**config.mk**
```make
export PLATFORM = sky130hd
export DESIGN_NAME = rf_wb_arbiter
export DESIGN_NICKNAME = d
export VERILOG_FILES = /design/src/rtl/rf_wb_arbiter.sv
export SDC_FILE = /design/constraint.sdc
export NUM_CORES = 1
export LEC_CHECK = 0
export BUFFER_PORTS_ARGS = -buffer_cell sky130_fd_sc_hd__buf_2
export CAP_MARGIN = 15
export CORE_AREA = 2 2 124 90
export DETAILED_ROUTE_END_ITERATION = 10
export DIE_AREA = 0 0 126 92
export HOLD_SLACK_MARGIN = 0.05
export MAX_ROUTING_LAYER = met4
export PLACE_DENSITY = 0.83
export SLEW_MARGIN = 20
export SYNTH_ARGS = -nofsm -noshare
export SYNTH_HDL_FRONTEND = slang
export SYNTH_SLANG_ARGS = --single-unit
```
**constraint.sdc**
```tcl
create_clock -name Clk_CPU -period 2.3 [get_ports Clk_CPU]
set_clock_uncertainty 0.2 [all_clocks]
set_input_delay 0 -clock Clk_CPU [delete_from_list [all_inputs] [get_ports Clk_CPU]]
set_output_delay 0 -clock Clk_CPU [all_outputs]
set_load 0.01 [all_outputs]
```
**src/rtl/rf_wb_arbiter.sv**
```systemverilog
// Register-file write-port arbiter: the WB stage and a one-entry buffer for
// long-latency results share the port, and a scoreboard tracks pending destinations.
module rf_wb_arbiter #(
    parameter int STARVE_MAX = 4,
    parameter int CNT_W      = 4
) (
    input  logic        Clk_CPU,
    input  logic        rstn,
    input  logic        pipe_wr_en,
    input  logic [4:0]  pipe_rd,
    input  logic [31:0] pipe_wd,
    input  logic        lu_valid,
    input  logic [4:0]  lu_rd,
    input  logic [31:0] lu_wd,
    output logic        lu_ready,
    input  logic        issue_valid,
    input  logic [4:0]  issue_rd,
    input  logic [4:0]  rs1,
    input  logic [4:0]  rs2,
    output logic        rs1_busy,
    output logic        rs2_busy,
    output logic        issue_rd_busy,
    output logic        stall_req,
    output logic        RFWr,
    output logic [4:0]  A3,
    output logic [31:0] WD
);

    typedef struct packed {
        logic [4:0]  rd;
        logic [31:0] wd;
    } wb_ent_t;

    logic             hold_valid_q, hold_valid_d;
    wb_ent_t          hold_q, hold_d;
    logic [CNT_W-1:0] wait_cnt_q, wait_cnt_d;
    logic [31:0]      busy_q, busy_d;
    logic             rfwr_q, rfwr_d;
    logic [4:0]       a3_q, a3_d;
    logic [31:0]      wd_q, wd_d;
    logic             src_hold_q, src_hold_d;

    logic pipe_req, hold_gnt, lu_acc;

    assign pipe_req = pipe_wr_en && (pipe_rd != 5'd0);
    assign hold_gnt = hold_valid_q && !pipe_req;
    assign lu_acc   = lu_valid && !hold_valid_q;

    assign lu_ready      = ~hold_valid_q;
    assign stall_req     = hold_valid_q && (wait_cnt_q == CNT_W'(STARVE_MAX));
    assign rs1_busy      = busy_q[rs1];
    assign rs2_busy      = busy_q[rs2];
    assign issue_rd_busy = busy_q[issue_rd];
    assign RFWr          = rfwr_q;
    assign A3            = a3_q;
    assign WD            = wd_q;

    always_comb begin
        rfwr_d       = 1'b0;
        a3_d         = a3_q;
        wd_d         = wd_q;
        src_hold_d   = 1'b0;
        hold_valid_d = hold_valid_q;
        hold_d       = hold_q;
        wait_cnt_d   = '0;
        busy_d       = busy_q;

        // A granted hold entry for x0 only frees the buffer.
        if (pipe_req) begin
            rfwr_d = 1'b1;
            a3_d   = pipe_rd;
            wd_d   = pipe_wd;
        end else if (hold_gnt && (hold_q.rd != 5'd0)) begin
            rfwr_d     = 1'b1;
            a3_d       = hold_q.rd;
            wd_d       = hold_q.wd;
            src_hold_d = 1'b1;
        end

        if (hold_gnt)
            hold_valid_d = 1'b0;
        if (lu_acc) begin
            hold_valid_d = 1'b1;
            hold_d       = '{rd: lu_rd, wd: lu_wd};
        end

        if (hold_valid_q && pipe_req)
            wait_cnt_d = (wait_cnt_q == CNT_W'(STARVE_MAX)) ? wait_cnt_q : wait_cnt_q + 1'b1;

        // Clear before set so a same-edge reissue keeps the register pending.
        if (rfwr_q && src_hold_q)
            busy_d[a3_q] = 1'b0;
        if (issue_valid && (issue_rd != 5'd0))
            busy_d[issue_rd] = 1'b1;
        busy_d[0] = 1'b0;
    end

    always_ff @(posedge Clk_CPU or negedge rstn) begin
        if (!rstn) begin
            hold_valid_q <= 1'b0;
            hold_q       <= '0;
            wait_cnt_q   <= '0;
            busy_q       <= '0;
            rfwr_q       <= 1'b0;
            a3_q         <= '0;
            wd_q         <= '0;
            src_hold_q   <= 1'b0;
        end else begin
            hold_valid_q <= hold_valid_d;
            hold_q       <= hold_d;
            wait_cnt_q   <= wait_cnt_d;
            busy_q       <= busy_d;
            rfwr_q       <= rfwr_d;
            a3_q         <= a3_d;
            wd_q         <= wd_d;
            src_hold_q   <= src_hold_d;
        end
    end

endmodule

```
# Yosys cells after proc, flatten, opt, wreduce, memory -nomap -nowiden
# Cells that the tools add are included.
dict set report totals {
  reg_bits 112
  input_bits 94
  output_inout_bits 43
  elab_cells 62
}
dict set report classes {
  add_sub_neg 1
  magnitude_cmp 6
  eq_ne 2
  n_mux 23
  bitwise 4
  reduce_logical 17
}
# cell n
set op_table {}
lappend op_table {{$mux W32} 4}
lappend op_table {{$and A32 B32 Y32} 1}
lappend op_table {{$not A32 Y32} 1}
lappend op_table {{$or A32 B32 Y32} 1}
lappend op_table {{$lt A5 B6 Y1 const B} 4}
lappend op_table {{$bmux W1 S5} 3}
lappend op_table {{$reduce_bool A5 Y1} 3}
lappend op_table {{$demux W1 S5} 2}
lappend op_table {{$ge A5 B1 Y1 const B} 2}
lappend op_table {{$logic_and A1 B1 Y1} 10}
lappend op_table {{$mux W1} 10}
lappend op_table {{$mux W5} 2}
lappend op_table {{$mux W4} 2}
lappend op_table {{$add A4 B1 Y4 const B} 1}
lappend op_table {{$eq A4 B3 Y1 const B} 1}
lappend op_table {{$reduce_bool A2 Y1} 2}
lappend op_table {{$logic_not A1 Y1} 2}
lappend op_table {{$ne A2 B2 Y1 const B} 1}
lappend op_table {{$not A1 Y1} 1}

# Longest topological paths before layout
dict set report depth {
  ltp_word 9
  ltp_mapped 6
  mapped_depth_nobuf 6
}

# Worst setup path before layout
# No wires, ideal clock.
dict set report synth_timing {
  path_type {flip-flop to flip-flop}
  start {reg hold_q[32] in the netlist's numbering}
  end {reg wd_q[18], in the netlist WD[18]}
  setup_time_ns 0.126
  t_arrival_ns 1.624
  required_ns 1.974
  setup_slack_ns 0.350
  path_stages_with_launch 7
  cell_sequence {dfrtp_1 -> or4_1 -> o21ai_2 -> buf_6 -> buf_8 -> mux2i_1 -> a21oi_1}
}
dict set report synth_via {
  elab_chain_len 3
}
# item line_no
set synth_lines {}
lappend synth_lines {{start, declared} 35} ;# wb_ent_t hold_q, hold_d;
lappend synth_lines {{start signal, assigned} 110} ;# hold_q <= hold_d;
lappend synth_lines {{$reduce_bool A5 Y1} 73} ;# end else if (hold_gnt && (hold_q.rd != 5'd0)) begin
lappend synth_lines {{$logic_and A1 B1 Y1} 73}
lappend synth_lines {{$reduce_bool A2 Y1 (no line)} --}
lappend synth_lines {{end signal, assigned} 115} ;# wd_q <= wd_d;
lappend synth_lines {{end, declared} 40} ;# logic [31:0] wd_q, wd_d;
# No other way between the ends.
# A chain may end at the register's enable or synchronous reset.

# Worst setup path in the final report
dict set report layout_timing {
  start {reg busy_q[16]}
  end {out issue_rd_busy}
}
dict set report layout_via {
  elab_chain_len 2
}
# item line_no
set layout_lines {}
lappend layout_lines {{start, declared} 37} ;# logic [31:0] busy_q, busy_d;
lappend layout_lines {{start signal, assigned} 112} ;# busy_q <= busy_d;
lappend layout_lines {{$bmux W1 S5} 53} ;# assign issue_rd_busy = busy_q[issue_rd];
lappend layout_lines {{$mux W1 (not written as such)} 53}
lappend layout_lines {{end, declared} 22} ;# output logic issue_rd_busy,
# No other way between the ends. The select of a mux whose other input is x is not followed.

==> metrics.txt <==
WL/cell 20.9 um; Clock H-tree levels 3; leak pwr 0.00341 uW; Syn Nets 589; Slew Limit Fails 0; Final period util 0.985; pre-CTS setup slack about 270 ps; kind of critical path reg2out; initial antenna violation count 1; Yosys reg bits about 110; largest net degree at the start of global routing between 60 and 70; fillers 660; nets@finish 830; setup ws final roughly 35 ps; YS warnings 0; worst skew pair latency about 350 ps; mapped cell area 5510 um2; Synth async-reset ratio 1.00; number of global-route vias before repair ~5,500; CTS max path bufs 2; Gate Count Post-Synth slightly below 500; Final Hold Viols 0; pwr/cell area around 820 nW/um2; Starting Density 0.521; RSZ-0062 raised after global routing yes; Hold Startpoint pipe_rd[2]; initial drt markers 407; reg2reg start hold_q[32]; CTS Sinks 112; Seq/Total Area, Yosys 0.509; Layout Cells excl Fill between 800 and 900; fraction of final layout cells sized beyond drive strength 1 0.321; GRT Total Usage 0.331; drt drc 0; IO Pins ~140; area fraction of the dominant cell type after synthesis 0.509; area grow syn2layout 40.2%; Clock Pin Slew Worst Setup and Hold Paths ~70 ps; Max Freq around 440 MHz; Worst slew margin 0.702; via count between 5,000 and 6,000; cts bufs inserted 9; HPWL after DPL slightly above 10,000 um; worst path required time ~2100 ps; R2R setup slack roughly 110 ps; gpl congestion about 0.96; CTS tree yes; first-pass GRT wire length 28,800 um; final wirelength between 15,000 and 20,000 um; Hold Path Stages 5; area leader, netlist dfrtp_1; CTS root buf clkbuf_16; drt first pass iters 8; CP max FO 4; Worst Path Arrival about 2100 ps; Yosys cell types 37; crit end category primary output; Mean Syn Cell Area about 11 um2; footprint of the multi-input gates ~2600 um2; Core Region ~11,000 um2; max_cap viols 0; DR vias/cell ~6; Die Ht 92 um; Post-synth EDFFs 0; Hold Path End A3[2]; Final ANT Viol Nets 0; Worst Max-Slew Pin Slew 446 ps; Die Area 11,600 um2; outcome completed; Final setup viols 0; FF/Latch Area between 2000 and 3000 um2; reg2reg end WD[1]; worst-case vdd ir drop approximately 0.52 mV; top cells by area, synth dfrtp_1, mux2i_1, mux2_2, o21ai_0, mux4_2; row cnt 32; nature of the critical path startpoint flip-flop; ys flop type dfrtp_1; path depth of the worst reg2reg path 5; Chip Width 126 um; Final min period about 2300 ps; Congestion Overflow GR 0; Worst Hold Class in2reg; Port Buffers ~140; placed cells roughly 750
## sequential cells by signal, indices dropped and copies added, names as in the netlist
name,flops
WD,32
hold_q,37
hold_valid_q,1
A3,5
busy_q,31
wait_cnt_q,4
src_hold_q,1
RFWr,1
## cell type report
| type | instances | area share |
|---|---|---|
| repair buffers | 257 | 0.243 |
| clock buffers | 10 | 0.0309 |
| well taps | 136 | 0.0220 |
| inverters | 6 | 0.00291 |
| clock inverters | 3 | 0.00583 |
| diodes | 2 | 0.000648 |
| multi-input cells | 348 | 0.332 |
| flip-flops and latches | 112 | 0.363 |
## timing repair
item / 4_1_cts / 5_1_grt
hold endpoints to repair: 224 / 0
pin swaps: 1 / 0
resized for setup: 1 / 0
hold buffers: 96 / 0
endpoints found under the setup margin: 1 / 1
gates cloned: 0 / 0
setup buffers: 15 / 2
## per-stage QoR
| step | setup TNS, ps | hold WS [ps] | cell area [um2] | util | power, uW |
|---|---|---|---|---|---|
| after global placement | 0 | -136 | 6340 | 0.600 | 4220 |
| after global routing | -34.9 | 118 | 7720 | 0.731 | 6540 |
| after CTS | 0 | 102 | 7710 | 0.729 | 6110 |
| final | 0 | 106 | 7730 | 0.731 | 6300 |
| after floorplan | 0 | -496 | 5510 | - | 3720 |
| after detailed placement | 0 | -129 | 6340 | 0.600 | 4320 |
## layout by cell type (no fill, tap or decap), types with 7 or more instances in the layout
master | synthesis | routed
a21oi_1 | 41 | 41
buf_2 | 7 | 135
buf_4 | 2 | 23
clkbuf_16 | 0 | 9
dfrtp_1 | 112 | 112
dlygate4sd3_1 | 0 | 95
mux2_2 | 38 | 38
mux2i_1 | 51 | 51
mux4_2 | 12 | 13
nand2_1 | 16 | 16
nand2b_1 | 9 | 9
nand3_1 | 12 | 12
nand3b_1 | 9 | 9
nor2_1 | 47 | 47
nor2b_1 | 8 | 7
o21ai_0 | 62 | 62
## worst max-delay path, cell delays in order, from the launching register on
cell and delay, ps:
dfrtp_1 420, mux4_2 460, nand2b_1 100, nand4_1 120, or4_1 480, buf_2 150
## metal layers
metal | vias up | share of wire | global-route usage
li1 | 2269 | - | -
met1 | 2582 | 0.37 | 0.376
met2 | 332 | 0.50 | 0.551
met3 | 77 | 0.092 | 0.0968
met4 | 0 | 0.042 | 0.147
met5 | - | 0 | -
## cells in the mapped netlist (all sizes together) (8+ instances only)
master and n:
mux2i 51, nand3 12, nand2 16, nand3b 9
mux2 38, mux4 13, nor2b 8, buf 17
clkbuf 10, nand2b 9, dfrtp 112, a21oi 41
nor2 47, o21ai 64
## worst max path at each step
| stage | slack, ps | from | to | depth (start not counted) |
|---|---|---|---|---|
| after CTS | 50 | busy_q[27] | issue_rd_busy | 5 |
| after detailed placement | 270 | hold_q[32] | WD[3] | 5 |
| after global routing | -30 | busy_q[16] | issue_rd_busy | 5 |
| final | 40 | busy_q[16] | issue_rd_busy | 5 |
| after floorplan | 350 | hold_q[32] | WD[18] | 6 |
| after global placement | 330 | issue_rd[0] | issue_rd_busy | 6 |
## cell families after synthesis
kind of cell / after synthesis / synth area share
AOI/OAI and AO/OA: 121 / 0.117
xor gates and xnor gates: 2 / 0.00318
adders and majority gates: 2 / 0.00454
buffers and inverters: 33 / 0.0302
DFF: 112 / 0.509
muxes: 102 / 0.224
and+or+nand+nor: 121 / 0.112
## power by group
| part | internal (uW) | leakage, uW | total [uW] | switching [uW] |
|---|---|---|---|---|
| Combinational | 999 | 0.00204 | 1930 | 926 |
| Sequential | 2420 | 0.00124 | 2820 | 400 |
| Clock | 857 | 0.000133 | 1560 | 701 |
Power figures use the tool's default switching activity.
